**src/rtl/full_stage_ctrl_param_pkg.sv**
```systemverilog
// Shared definitions for the parametrised full-network stage controller.
// Provides the float_24_8 word width, the default first error-phase tap
// row, the update-sequencer state encoding and the tap-row width helper.
package full_stage_ctrl_param_pkg;

    localparam int unsigned FLOAT_24_8_W = 32;
    localparam int unsigned ERR_BASE_DEF = 12;

    typedef enum logic [1:0] {
        UPD_IDLE,
        UPD_UPDATE,
        UPD_FLUSH
    } upd_state_e;

    function automatic int unsigned tap_row_w(input int unsigned ntaps,
                                              input int unsigned data_w);
        return ntaps * data_w;
    endfunction

endpackage

```
**src/rtl/full_stage_ctrl_param_skid2.sv**
```systemverilog
// Two-entry skid buffer used on each stage output.
// Ports:
//   clk_i, rst_ni        clock, asynchronous active-low reset
//   push_i, data_i       write strobe and word
//   vld_o, data_o        head-of-queue valid and word
//   rdy_i                downstream ready; pop happens on vld_o & rdy_i
//   ovf_pulse_o          push arrived while full with no pop (word dropped)
module full_stage_skid2 #(
    parameter int unsigned DATA_W = 32
) (
    input  logic              clk_i,
    input  logic              rst_ni,
    input  logic              push_i,
    input  logic [DATA_W-1:0] data_i,
    input  logic              rdy_i,
    output logic              vld_o,
    output logic [DATA_W-1:0] data_o,
    output logic              ovf_pulse_o
);

    logic [DATA_W-1:0] head_q;
    logic [DATA_W-1:0] tail_q;
    logic [1:0]        cnt_q;
    logic              pop;
    logic              full;

    assign full        = (cnt_q == 2'd2);
    assign pop         = (cnt_q != 2'd0) & rdy_i;
    assign ovf_pulse_o = push_i & full & ~pop;
    assign vld_o       = (cnt_q != 2'd0);
    assign data_o      = head_q;

    always_ff @(posedge clk_i or negedge rst_ni) begin
        if (!rst_ni) begin
            head_q <= '0;
            tail_q <= '0;
            cnt_q  <= '0;
        end else if (pop) begin
            if (push_i) begin
                // Occupancy unchanged; new word lands behind whatever remains.
                if (full) begin
                    head_q <= tail_q;
                    tail_q <= data_i;
                end else begin
                    head_q <= data_i;
                end
            end else begin
                head_q <= tail_q;
                cnt_q  <= cnt_q - 2'd1;
            end
        end else if (push_i && !full) begin
            if (cnt_q == 2'd0) begin
                head_q <= data_i;
            end else begin
                tail_q <= data_i;
            end
            cnt_q <= cnt_q + 2'd1;
        end
    end

endmodule

```
**src/rtl/full_stage_ctrl_param.sv**
```systemverilog
// Per-stage output control for the full-network datapath: address and
// strobe generation for the data, tap and bias memories, delayed tap/bias
// write-back, an update sequencer with completion pulse, and skid-buffered
// data and error outputs with a sticky overflow flag.
// Ports:
//   clk, reset_n                      clock, asynchronous active-low reset
//   active*, first                    stage phase flags; first = active_start_d
//   data_*                            data memory interface (pass-through)
//   tap_*, error_*                    tap memory read/write-back/sub-word control
//   bias_*                            bias memory interface
//   st_*                              arithmetic results to store or emit
//   data_out*, err_out*               skid-buffered stage outputs
//   update_done, ovf                  update-complete pulse, sticky overflow
module full_stage_ctrl_param
    import full_stage_ctrl_param_pkg::*;
#(
    parameter int unsigned DATA_W   = FLOAT_24_8_W,
    parameter int unsigned NTAPS    = 6,
    parameter int unsigned DATA_AW  = 6,
    parameter int unsigned TAP_AW   = 4,
    parameter int unsigned ERR_BASE = ERR_BASE_DEF,
    parameter int unsigned NPHASE_W = 2,
    parameter int unsigned WB_LAT   = 5,
    parameter int unsigned BIAS_LAT = 4,
    parameter int unsigned ERR_LAT  = 10
) (
    input  logic                                clk,
    input  logic                                reset_n,
    input  logic                                active,
    input  logic                                active_pre,
    input  logic                                active_normal,
    input  logic                                active_start_d,
    input  logic                                data_valid,
    input  logic [DATA_AW-1:0]                  data_write_addr,
    input  logic [DATA_AW-1:0]                  data_read_addr,
    input  logic [DATA_W-1:0]                   data_value,
    input  logic [TAP_AW-1:0]                   tap_address,
    input  logic                                tap_enable,
    input  logic                                bias_enable,
    input  logic [TAP_AW-1:0]                   bias_wr_address,
    input  logic                                error_update_first,
    input  logic                                error_update_latch,
    input  logic                                error_tap_update_out,
    input  logic [NPHASE_W-1:0]                 error_phase,
    input  logic [NPHASE_W-1:0]                 error_phase_read,
    input  logic                                error_valid,
    input  logic [DATA_W-1:0]                   error_sub_address,
    input  logic [DATA_W-1:0]                   error_value,
    input  logic [DATA_W-1:0]                   st_data_out,
    input  logic [DATA_W-1:0]                   st_data_out_pre,
    input  logic [DATA_W-1:0]                   st_data_out_bias,
    input  logic [tap_row_w(NTAPS, DATA_W)-1:0] st_tap_out,
    input  logic                                data_out_rdy,
    input  logic                                err_out_rdy,
    output logic                                data_rd_vld,
    output logic                                data_wr_vld,
    output logic [DATA_AW-1:0]                  data_rd_addr,
    output logic [DATA_AW-1:0]                  data_wr_addr,
    output logic [DATA_W-1:0]                   data_wr_data,
    output logic                                tap_rd_vld,
    output logic                                tap_wr_vld,
    output logic                                tap_sub_vld,
    output logic                                tap_inter,
    output logic                                tap_inter_first,
    output logic [TAP_AW-1:0]                   tap_rd_addr,
    output logic [TAP_AW-1:0]                   tap_wr_addr,
    output logic [DATA_W-1:0]                   tap_sub_addr,
    output logic [DATA_W-1:0]                   tap_sub_data,
    output logic [tap_row_w(NTAPS, DATA_W)-1:0] tap_wr_data,
    output logic                                bias_rd_vld,
    output logic                                bias_wr_vld,
    output logic [TAP_AW-1:0]                   bias_rd_addr,
    output logic [TAP_AW-1:0]                   bias_wr_addr,
    output logic [DATA_W-1:0]                   bias_wr_data,
    output logic [DATA_W-1:0]                   data_out,
    output logic [DATA_W-1:0]                   err_out,
    output logic                                data_out_vld,
    output logic                                err_out_vld,
    output logic                                first,
    output logic                                update_done,
    output logic                                ovf
);

    localparam int unsigned CNT_W     = $clog2(WB_LAT + 1);
    localparam int unsigned START_LAT = 2;

    logic              wb_vld;
    logic              wb_vld_d;
    logic [TAP_AW-1:0] wb_addr_d;
    logic              upd_d;
    logic              bias_vld_d;
    logic              err_emit_d;
    logic              start_d2;
    logic [TAP_AW-1:0] err_wr_addr;
    logic              data_ovf;
    logic              err_ovf;
    logic              ovf_q;
    upd_state_e        state_q;
    logic [CNT_W-1:0]  cnt_q;
    logic              done_q;

    // active_pre carries no function in this generation of the stage.
    logic unused_inputs;
    assign unused_inputs = active_pre;

    // Data memory
    assign data_wr_vld  = data_valid;
    assign data_rd_vld  = active_normal;
    assign data_wr_addr = data_write_addr;
    assign data_rd_addr = data_read_addr;
    assign data_wr_data = data_value;

    // Tap memory
    assign tap_rd_addr = error_update_first
                       ? TAP_AW'(ERR_BASE) + TAP_AW'(error_phase_read)
                       : tap_address;
    assign tap_rd_vld      = active_normal;
    assign err_wr_addr     = TAP_AW'(ERR_BASE) + TAP_AW'(error_phase);
    assign wb_vld          = error_update_latch & ~error_update_first;
    assign tap_wr_addr     = wb_vld_d ? wb_addr_d : err_wr_addr;
    assign tap_wr_vld      = error_valid | (tap_enable & wb_vld_d & ~upd_d);
    assign tap_sub_vld     = wb_vld_d ? 1'b0 : error_valid;
    assign tap_sub_addr    = error_sub_address;
    assign tap_sub_data    = error_value;
    assign tap_wr_data     = st_tap_out;
    assign tap_inter       = error_tap_update_out;
    assign tap_inter_first = error_update_first;

    // Bias memory
    assign bias_rd_addr = tap_address;
    assign bias_rd_vld  = tap_rd_vld;
    assign bias_wr_vld  = bias_enable & bias_vld_d;
    assign bias_wr_addr = bias_wr_address;
    assign bias_wr_data = st_data_out_bias;

    assign first       = active_start_d;
    assign update_done = done_q;
    assign ovf         = ovf_q;

    // Write-back pipe: valid, read address and update-out flag travel together.
    for (genvar g = 0; g < WB_LAT; g++) begin : g_wb
        logic              vld_q, upd_q, vld_in, upd_in;
        logic [TAP_AW-1:0] addr_q, addr_in;
        if (g == 0) begin : g_src
            assign vld_in  = wb_vld;
            assign upd_in  = error_tap_update_out;
            assign addr_in = tap_rd_addr;
        end else begin : g_src
            assign vld_in  = g_wb[g-1].vld_q;
            assign upd_in  = g_wb[g-1].upd_q;
            assign addr_in = g_wb[g-1].addr_q;
        end
        always_ff @(posedge clk or negedge reset_n) begin
            if (!reset_n) begin
                vld_q  <= 1'b0;
                upd_q  <= 1'b0;
                addr_q <= '0;
            end else begin
                vld_q  <= vld_in;
                upd_q  <= upd_in;
                addr_q <= addr_in;
            end
        end
    end
    assign wb_vld_d   = g_wb[WB_LAT-1].vld_q;
    assign upd_d      = g_wb[WB_LAT-1].upd_q;
    assign wb_addr_d  = g_wb[WB_LAT-1].addr_q;
    assign bias_vld_d = g_wb[BIAS_LAT-1].vld_q;

    for (genvar g = 0; g < ERR_LAT; g++) begin : g_err
        logic q;
        always_ff @(posedge clk or negedge reset_n) begin
            if (!reset_n)    q <= 1'b0;
            else if (g == 0) q <= error_tap_update_out;
            else             q <= g_err[(g == 0) ? 0 : g-1].q;
        end
    end
    assign err_emit_d = g_err[ERR_LAT-1].q;

    for (genvar g = 0; g < START_LAT; g++) begin : g_start
        logic q;
        always_ff @(posedge clk or negedge reset_n) begin
            if (!reset_n)    q <= 1'b0;
            else if (g == 0) q <= active_start_d;
            else             q <= g_start[(g == 0) ? 0 : g-1].q;
        end
    end
    assign start_d2 = g_start[START_LAT-1].q;

    // Update sequencer. The cycle that sees the latch fall already counts as
    // the first flush cycle, so the FSM spends WB_LAT-1 cycles in FLUSH and
    // done_q is armed one cycle early to land on the last write-back cycle.
    always_ff @(posedge clk or negedge reset_n) begin
        if (!reset_n) begin
            state_q <= UPD_IDLE;
            cnt_q   <= '0;
            done_q  <= 1'b0;
        end else begin
            done_q <= 1'b0;
            case (state_q)
                UPD_IDLE: begin
                    if (wb_vld) state_q <= UPD_UPDATE;
                end
                UPD_UPDATE: begin
                    if (!error_update_latch) begin
                        if (WB_LAT == 1) begin
                            state_q <= UPD_IDLE;
                            done_q  <= 1'b1;
                        end else begin
                            state_q <= UPD_FLUSH;
                            cnt_q   <= CNT_W'(WB_LAT - 1);
                            done_q  <= (WB_LAT == 2);
                        end
                    end
                end
                UPD_FLUSH: begin
                    if (wb_vld) begin
                        state_q <= UPD_UPDATE;
                    end else begin
                        cnt_q  <= cnt_q - 1'b1;
                        done_q <= (cnt_q == CNT_W'(2));
                        if (cnt_q == CNT_W'(1)) state_q <= UPD_IDLE;
                    end
                end
                default: state_q <= UPD_IDLE;
            endcase
        end
    end

    full_stage_skid2 #(.DATA_W(DATA_W)) u_data_skid (
        .clk_i       (clk),
        .rst_ni      (reset_n),
        .push_i      (active),
        .data_i      (st_data_out),
        .rdy_i       (data_out_rdy),
        .vld_o       (data_out_vld),
        .data_o      (data_out),
        .ovf_pulse_o (data_ovf)
    );

    full_stage_skid2 #(.DATA_W(DATA_W)) u_err_skid (
        .clk_i       (clk),
        .rst_ni      (reset_n),
        .push_i      (err_emit_d & ~start_d2),
        .data_i      (st_data_out_pre),
        .rdy_i       (err_out_rdy),
        .vld_o       (err_out_vld),
        .data_o      (err_out),
        .ovf_pulse_o (err_ovf)
    );

    always_ff @(posedge clk or negedge reset_n) begin
        if (!reset_n) ovf_q <= 1'b0;
        else          ovf_q <= ovf_q | data_ovf | err_ovf;
    end

endmodule

```
**config.mk**
```make
export PLATFORM = sky130hd
export DESIGN_NAME = full_stage_ctrl_param
export DESIGN_NICKNAME = d
export VERILOG_FILES = /design/src/rtl/full_stage_ctrl_param_pkg.sv /design/src/rtl/full_stage_ctrl_param_skid2.sv /design/src/rtl/full_stage_ctrl_param.sv
export SDC_FILE = /design/constraint.sdc
export NUM_CORES = 1
export LEC_CHECK = 0
export CORE_AREA = 5 5 326 328
export CTS_BUF_LIST = sky130_fd_sc_hd__clkbuf_8
export DETAILED_ROUTE_END_ITERATION = 12
export DIE_AREA = 0 0 331 333
export GPL_TIMING_DRIVEN = 1
export PLACE_DENSITY = 0.39
export SETUP_SLACK_MARGIN = 0.15
export SLEW_MARGIN = 20
export SYNTH_ARGS = -nofsm -noshare
export SYNTH_HDL_FRONTEND = slang
export SYNTH_HIERARCHICAL = 1
export SYNTH_SLANG_ARGS = --single-unit
export TNS_END_PERCENT = 5
```
**constraint.sdc**
```tcl
create_clock -name clk -period 2.7 [get_ports clk]
set_input_delay 0.405 -clock clk [delete_from_list [all_inputs] [get_ports clk]]
set_output_delay 0.405 -clock clk [all_outputs]
set_load 0.02 [all_outputs]
```
==> metrics.cfg, run 1 <==
[run_status]
status = finished, final reports clean

[grt]
antenna_found_initial = 10
grt_pass1_wl_um = 80000
grt_max_degree = 65
track_usage = 0.111
grt-ovfl-total = 0
grt_pass1_vias = 7404

[logic_synthesis]
yosysMostFrequentCell = buf_4
synth_common_cells = 359 x buf_4, 176 x dfrtp_1, 135 x o21ai_0, 66 x a21oi_1, 66 x nor3_1
synth_top_area_frac = 0.417
yosysWarnings = 6
synth.area.top_cells = dfrtp_1 42%, buf_4 26%, mux2_2 6.8%
ys_dominant_reg_cell = dfrtp_1
synth_fp_nets = 1486
ys_types = 39
syn_area_per_cell_sq_um = 9.96
ys_ff_latch = 176
synth-seq-area-share = 0.417
synthCells = 1060
synth_edf_count = 0
synth_area_leader_cell = dfrtp_1
async_flop_share = 1.00
netlist_area_sq_um = 10600

[sta]
timing.setup.tns_ps = 0
finalClockSkew_ps = 19.1
maxSlewHeadroom = 0.501
fmaxAchievable_mhz = 422
finalSetupViolCount = 0
worst_pin_slew_ps = 749
post-route-period-util = 0.878
hold_violations = 0
rsz0062_at_grt = no
min_period_ps = 2370
slew_violations = 0

[placement]
io_buffers = 169
dp.cells = 2212
dp_hpwl_um = 50100
placed_area_sq_um = 11300
gp_congestion = 0.804

[power]
p_seq_frac = 0.374
power.switching_fraction = 0.408
internal_power_uw = 6680
netSwitchingPower_uw = 4600
ir_drop_mv = 0.456
comb_power_share = 0.435
pwr-share-clk = 0.191
power_density_nw_per_um2 = 960
p_leak_uw = 0.00407

[setup_path]
slowest_stage = clkdlybuf4s50_1
start_kind = flop
cp-end-kind = primary output
cp_cell_sequence = nor2_4 > inv_1 > clkdlybuf4s50_1
critPathArrivalTime_ps = 1970
cp.required_ps = 2300
path_max_fanout = 4
critical_path_class = reg -> out
critPathMaxStageDelay_ps = 570

[clock_tree]
clock_path_buffers = 2
cts_num_sinks = 176
clk_pin_slew_ps = 120
cts_tree = yes
numCtsBuffers = 17
htree_levels = 4
cts_root_buffer = clkbuf_8
clkLatencyLatePin_ps = 580

[die]
ioPinCount = 849
die_y_um = 333
die_w_um = 331
core_area_sq_um = 103000
initial_core_util = 0.103
row_count = 118
dieArea_sq_um = 110000

[detailed_routing]
drtIter0Drc = 422
wl_per_cell_um = 27.9
ant_nets = 0
vias = 7187
wl_met1_um = 17800
routed_wl_um = 62800
drt_pre_antenna_iters = 6
viasPerCell = 3.19
met3_length_um = 18100
routed.top_layer = met5
drc = 0
routed-wl-met2_um = 24800

[final_layout]
nets = 1280
fin_area_sq_um = 11800
drive_gt1_frac = 0.168
final_cells = 2252
area_growth_pct = 11.3

[run]
cap_violations = 0

[hold_path]
hp-class = in -> async

[power by group through the flow]
stage	clock network [uW]	registers, uW	logic [uW]
4_1_cts	2350	4230	5030
6_report	2150	4220	4910
5_1_grt	2410	4360	5350
2_1_floorplan	0	4590	3110
3_3_place_gp	0	4300	4820
3_5_place_dp	0	4320	4890
[timing repair]
action / 4_1_cts / 5_1_grt
setup endpoints to repair: 2 / 1
hold endpoints to repair: 37 / 0
hold buffers: 1 / 0
buffers inserted: 2 / 0
resized for setup: 1 / 2
[through the flow]
stage	total power (uW)	hold slack, ps	utilization	setup slack, ps
2_1_floorplan	7700	109	-	1110
3_3_place_gp	9120	334	0.110	317
3_5_place_dp	9210	337	0.110	351
4_1_cts	11600	221	0.114	133
5_1_grt	12100	279	0.114	196
6_report	11300	318	0.114	330
[per-layer routing]
| metal | vias to the layer above | GRT usage |
|---|---|---|
| met3 | 133 | 0.152 |
| met4 | 12 | 0.0364 |
| met2 | 656 | 0.148 |
| met5 | - | 0.0278 |
| met1 | 3491 | 0.0931 |
| li1 | 2895 | - |
[final timing paths]
path / from / to / slack [ps] / cells after the start
worst max-delay path: u_data_skid/cnt_q[1] / data_out_vld / 330 / 3
worst min-delay path: reset_n / u_err_skid/tail_q[31] / 320 / 2
worst max register to register: u_data_skid/cnt_q[1] / u_data_skid/tail_q[27] / 730 / 5
worst min register to register: g_wb[3].addr_q[3] / g_wb[4].addr_q[3] / 360 / 0
max in group asynchronous: reset_n / u_data_skid/cnt_q[1] / 1680 / 3
min in group clk: g_wb[3].addr_q[3] / g_wb[4].addr_q[3] / 360 / 0
[cell families (layout without fill, tap and decap cells)]
logic type / Yosys count / count (layout) / synth area share
flops: 176 / 176 / 0.417
fa+ha+maj: 3 / 3 / 0.00355
simple gates: 108 / 108 / 0.0571
other cells: 0 / 5 / 0
buf+inv: 426 / 233 / 0.287
compound gates: 276 / 276 / 0.160
mux: 71 / 71 / 0.0753
[worst max-delay path: cells and delay by family (launching register included)]
| family | cells | cell delay, ps |
|---|---|---|
| buffers and inverters | 2 | 680 |
| AND/OR/NAND/NOR | 1 | 150 |
| flip-flops | 1 | 560 |
[cells in the final DEF, fill, tap and decap left out, types with 2 or more instances in the layout]
master and n:
dfrtp_1 172, clkdlybuf4s50_1 168, o21ai_0 135, a21oi_1 66, nor3_1 66, mux2_2 64
o22a_1 64, clkbuf_8 20, buf_4 15, buf_12 8, nand2_1 7, nor2b_1 6
inv_1 6, diode_2 5, nand2b_1 5, nor2_1 4, inv_6 4, mux2_1 4
nor3b_2 3, mux2i_1 3, ha_1 3, clkinv_8 3, dfrtp_2 3, or2_2 2
and2_1 2, nand3_1 2, clkinv_2 2, inv_8 2, and3b_1 2, o21ai_4 2
o21a_2 2, nand3b_1 2, o221a_2 2
[flip-flops by register name (all words and copies together), names as in the netlist, 3 cells and up]
register	flops
u_err_skid/data_o	32
g_wb.addr_q	20
u_data_skid/data_o	32
u_err_skid/tail_q	32
cnt_q	3
g_wb.vld_q	4
u_data_skid/tail_q	32
g_err.q	9
[final cells by class]
class                           count  area, sq um
Inverter                            7         28.8
Tap cell                         1380         1730
Multi-Input combinational cell    458         3160
Antenna cell                        5         12.5
Timing Repair Buffer              194         1990
Clock buffer                       19          262
Fill cell                       11800        91200
Clock inverter                     13          163
Sequential cell                   176         4410
No activity file was read; power rests on OpenSTA's default activity.
==> inputs of run 2 (changes only) <==
--- a/config.mk
+++ b/config.mk
@@ -10,6 +10,7 @@
 export DETAILED_ROUTE_END_ITERATION = 12
 export DIE_AREA = 0 0 331 333
 export GPL_TIMING_DRIVEN = 1
+export HOLD_SLACK_MARGIN = 0.1
 export PLACE_DENSITY = 0.39
 export SETUP_SLACK_MARGIN = 0.15
 export SLEW_MARGIN = 20
==> results of run 2 <==
The final DEF is identical to that of run 1; final timing and power are the same.
==> inputs of run 3 (changes only) <==
--- a/config.mk
+++ b/config.mk
@@ -6,14 +6,12 @@
 export NUM_CORES = 1
 export LEC_CHECK = 0
 export CORE_AREA = 5 5 326 328
-export CTS_BUF_LIST = sky130_fd_sc_hd__clkbuf_8
 export DETAILED_ROUTE_END_ITERATION = 12
 export DIE_AREA = 0 0 331 333
 export GPL_TIMING_DRIVEN = 1
 export HOLD_SLACK_MARGIN = 0.1
 export PLACE_DENSITY = 0.39
 export SETUP_SLACK_MARGIN = 0.15
-export SLEW_MARGIN = 20
 export SYNTH_ARGS = -nofsm -noshare
 export SYNTH_HDL_FRONTEND = slang
 export SYNTH_HIERARCHICAL = 1
==> run 3 against run 2 <==
  * Sequential share of layout area down 0.61 points
  * Non-clock buffer count fell by 1
  * Maximum frequency shrank 2.3%
  * Combinational power about the same
  * Global-route usage hardly changed
  * Core utilization is 0.18 points higher
  * Clock skew down 4.9 ps
  * Critical endpoint unchanged
  * Largest power group unchanged
==> metrics.cfg, run 3 (synthesis gave the netlist of run 1 again) <==
[run_status]
status = finished, final reports clean

[sta]
hold_violations = 0
timing.setup.tns_ps = 0
finalSetupViolCount = 0
rsz0062_at_grt = no
maxSlewHeadroom = 0.172
post-route-period-util = 0.899
finalClockSkew_ps = 14.2
slew_violations = 0
fmaxAchievable_mhz = 412
layout_setup_ws_ps = 274
worst_pin_slew_ps = 1240
min_period_ps = 2430

[setup_path]
crit_family = buffers and inverters
cp.required_ps = 2300
critPathMaxStageDelay_ps = 650
critPathArrivalTime_ps = 2020
cp_cell_sequence = nor2_4 > inv_1 > clkdlybuf4s50_1
slowest_stage = clkdlybuf4s50_1
path_max_fanout = 11
cp-end-kind = primary output
crit_buf_inv = 2
critical_path_class = reg -> out
start_kind = flop

[final_layout]
nets = 1279
area_growth_pct = 13.1
fin_area_sq_um = 11900
drive_gt1_frac = 0.165
final_cells = 2248
fillers = 11700
mostFrequentLayoutCell = dfrtp_1
layout_common_cells = 174 x dfrtp_1, 168 x clkdlybuf4s50_1, 135 x o21ai_0, 66 x a21oi_1, 66 x nor3_1

[grt]
met1_usage = 0.0940
grt_max_degree = 65
use_met2 = 0.149
use_met3 = 0.148
grt_pass1_vias = 7479
track_usage = 0.111
grt_pass1_wl_um = 79900
grt-ovfl-total = 0
grt-busiest-layer = met2
antenna_found_initial = 7

[die]
ioPinCount = 849
initial_core_util = 0.103
die_y_um = 333
row_count = 118
core_area_sq_um = 103000
die_w_um = 331
dieArea_sq_um = 110000

[clock_tree]
cts_num_sinks = 176
clk_pin_slew_ps = 80
clock_path_buffers = 2
htree_levels = 4
cts_tree = yes
cts_root_buffer = clkbuf_16
clkLatencyLatePin_ps = 500
numCtsBuffers = 17

[placement]
dp_hpwl_um = 50200
io_buffers = 169
dp.cells = 2212
placed_area_sq_um = 11300
gp_congestion = 0.804
pre_cts_slack_ps = 250

[detailed_routing]
ant_nets = 0
drc = 0
wl_per_cell_um = 27.9
drt_pre_antenna_iters = 8
drtIter0Drc = 427
viasPerCell = 3.20
routed_wl_um = 62800
vias = 7183

[power]
ir_drop_mv = 0.440
p_leak_uw = 0.00415
power_density_nw_per_um2 = 999

[hold_path]
hp-class = reg -> reg

[run]
cap_violations = 0

run 3: changes by cell type in the layout (fill, tap and decap cells not counted), moves of 3 or more:
cell,change
clkinv_8,+3
clkbuf_16,+17
diode_2,-3
clkbuf_8,-19
inv_6,-3
run 3: what timing repair did:
item                                    4_1_cts  5_1_grt
endpoints found under the hold margin        37        0
hold buffers                                  1        0
resized for setup                             1        0
endpoints found under the setup margin        1        0
buffers inserted                              1        0
run 3: final cells by class:
class | count | area, sq um | share of cell area
antenna | 2 | 5.00 | 0.000419
clock buffer | 17 | 425 | 0.0356
clock inverter | 15 | 210 | 0.0176
inverter | 7 | 28.8 | 0.00241
multi-input combinational | 458 | 3150 | 0.264
sequential | 176 | 4410 | 0.369
tap | 1380 | 1730 | 0.145
timing repair buffer | 193 | 1990 | 0.166
run 3: worst register-to-register path, delay by kind of cell, from the launching register on:
kind | cells | cell delay (ps)
compound gates | 3 | 1490
flops | 1 | 640
run 3: metal layers:
layer / wire length [um] / vias to the layer above
li1: - / 2893
met1: 18000 / 3455
met2: 24900 / 687
met3: 17700 / 134
met4: 1680 / 14
met5: 432 / -
run 3: stage by stage:
| step | total power, uW | util | hold WS (ps) |
|---|---|---|---|
| 3_3_place_gp | 9120 | 0.110 | 334 |
| 4_1_cts | 12300 | 0.116 | 344 |
| 5_1_grt | 12700 | 0.116 | 360 |
| 2_1_floorplan | 7700 | - | 109 |
| 6_report | 11900 | 0.116 | 353 |
| 3_5_place_dp | 9220 | 0.110 | 335 |
run 3: worst paths after layout:
kind	from	end	slack, ps	cells after the start
max	u_data_skid/cnt_q[1]	data_out_vld	270	3
min	g_wb[1].addr_q[1]	g_wb[2].addr_q[1]	350	0
max reg2reg	u_err_skid/cnt_q[0]	u_err_skid/data_o[29]	490	3
min reg2reg	g_wb[1].addr_q[1]	g_wb[2].addr_q[1]	350	0
max in group asynchronous	reset_n	u_data_skid/cnt_q[1]	1570	3
min in group asynchronous	reset_n	u_err_skid/data_o[30]	410	2
run 3: power breakdown:
group	total, uW	internal [uW]	switching [uW]
logic	4890	2230	2660
clock network	2770	1290	1490
registers	4260	3610	648
total	11900	7130	4790
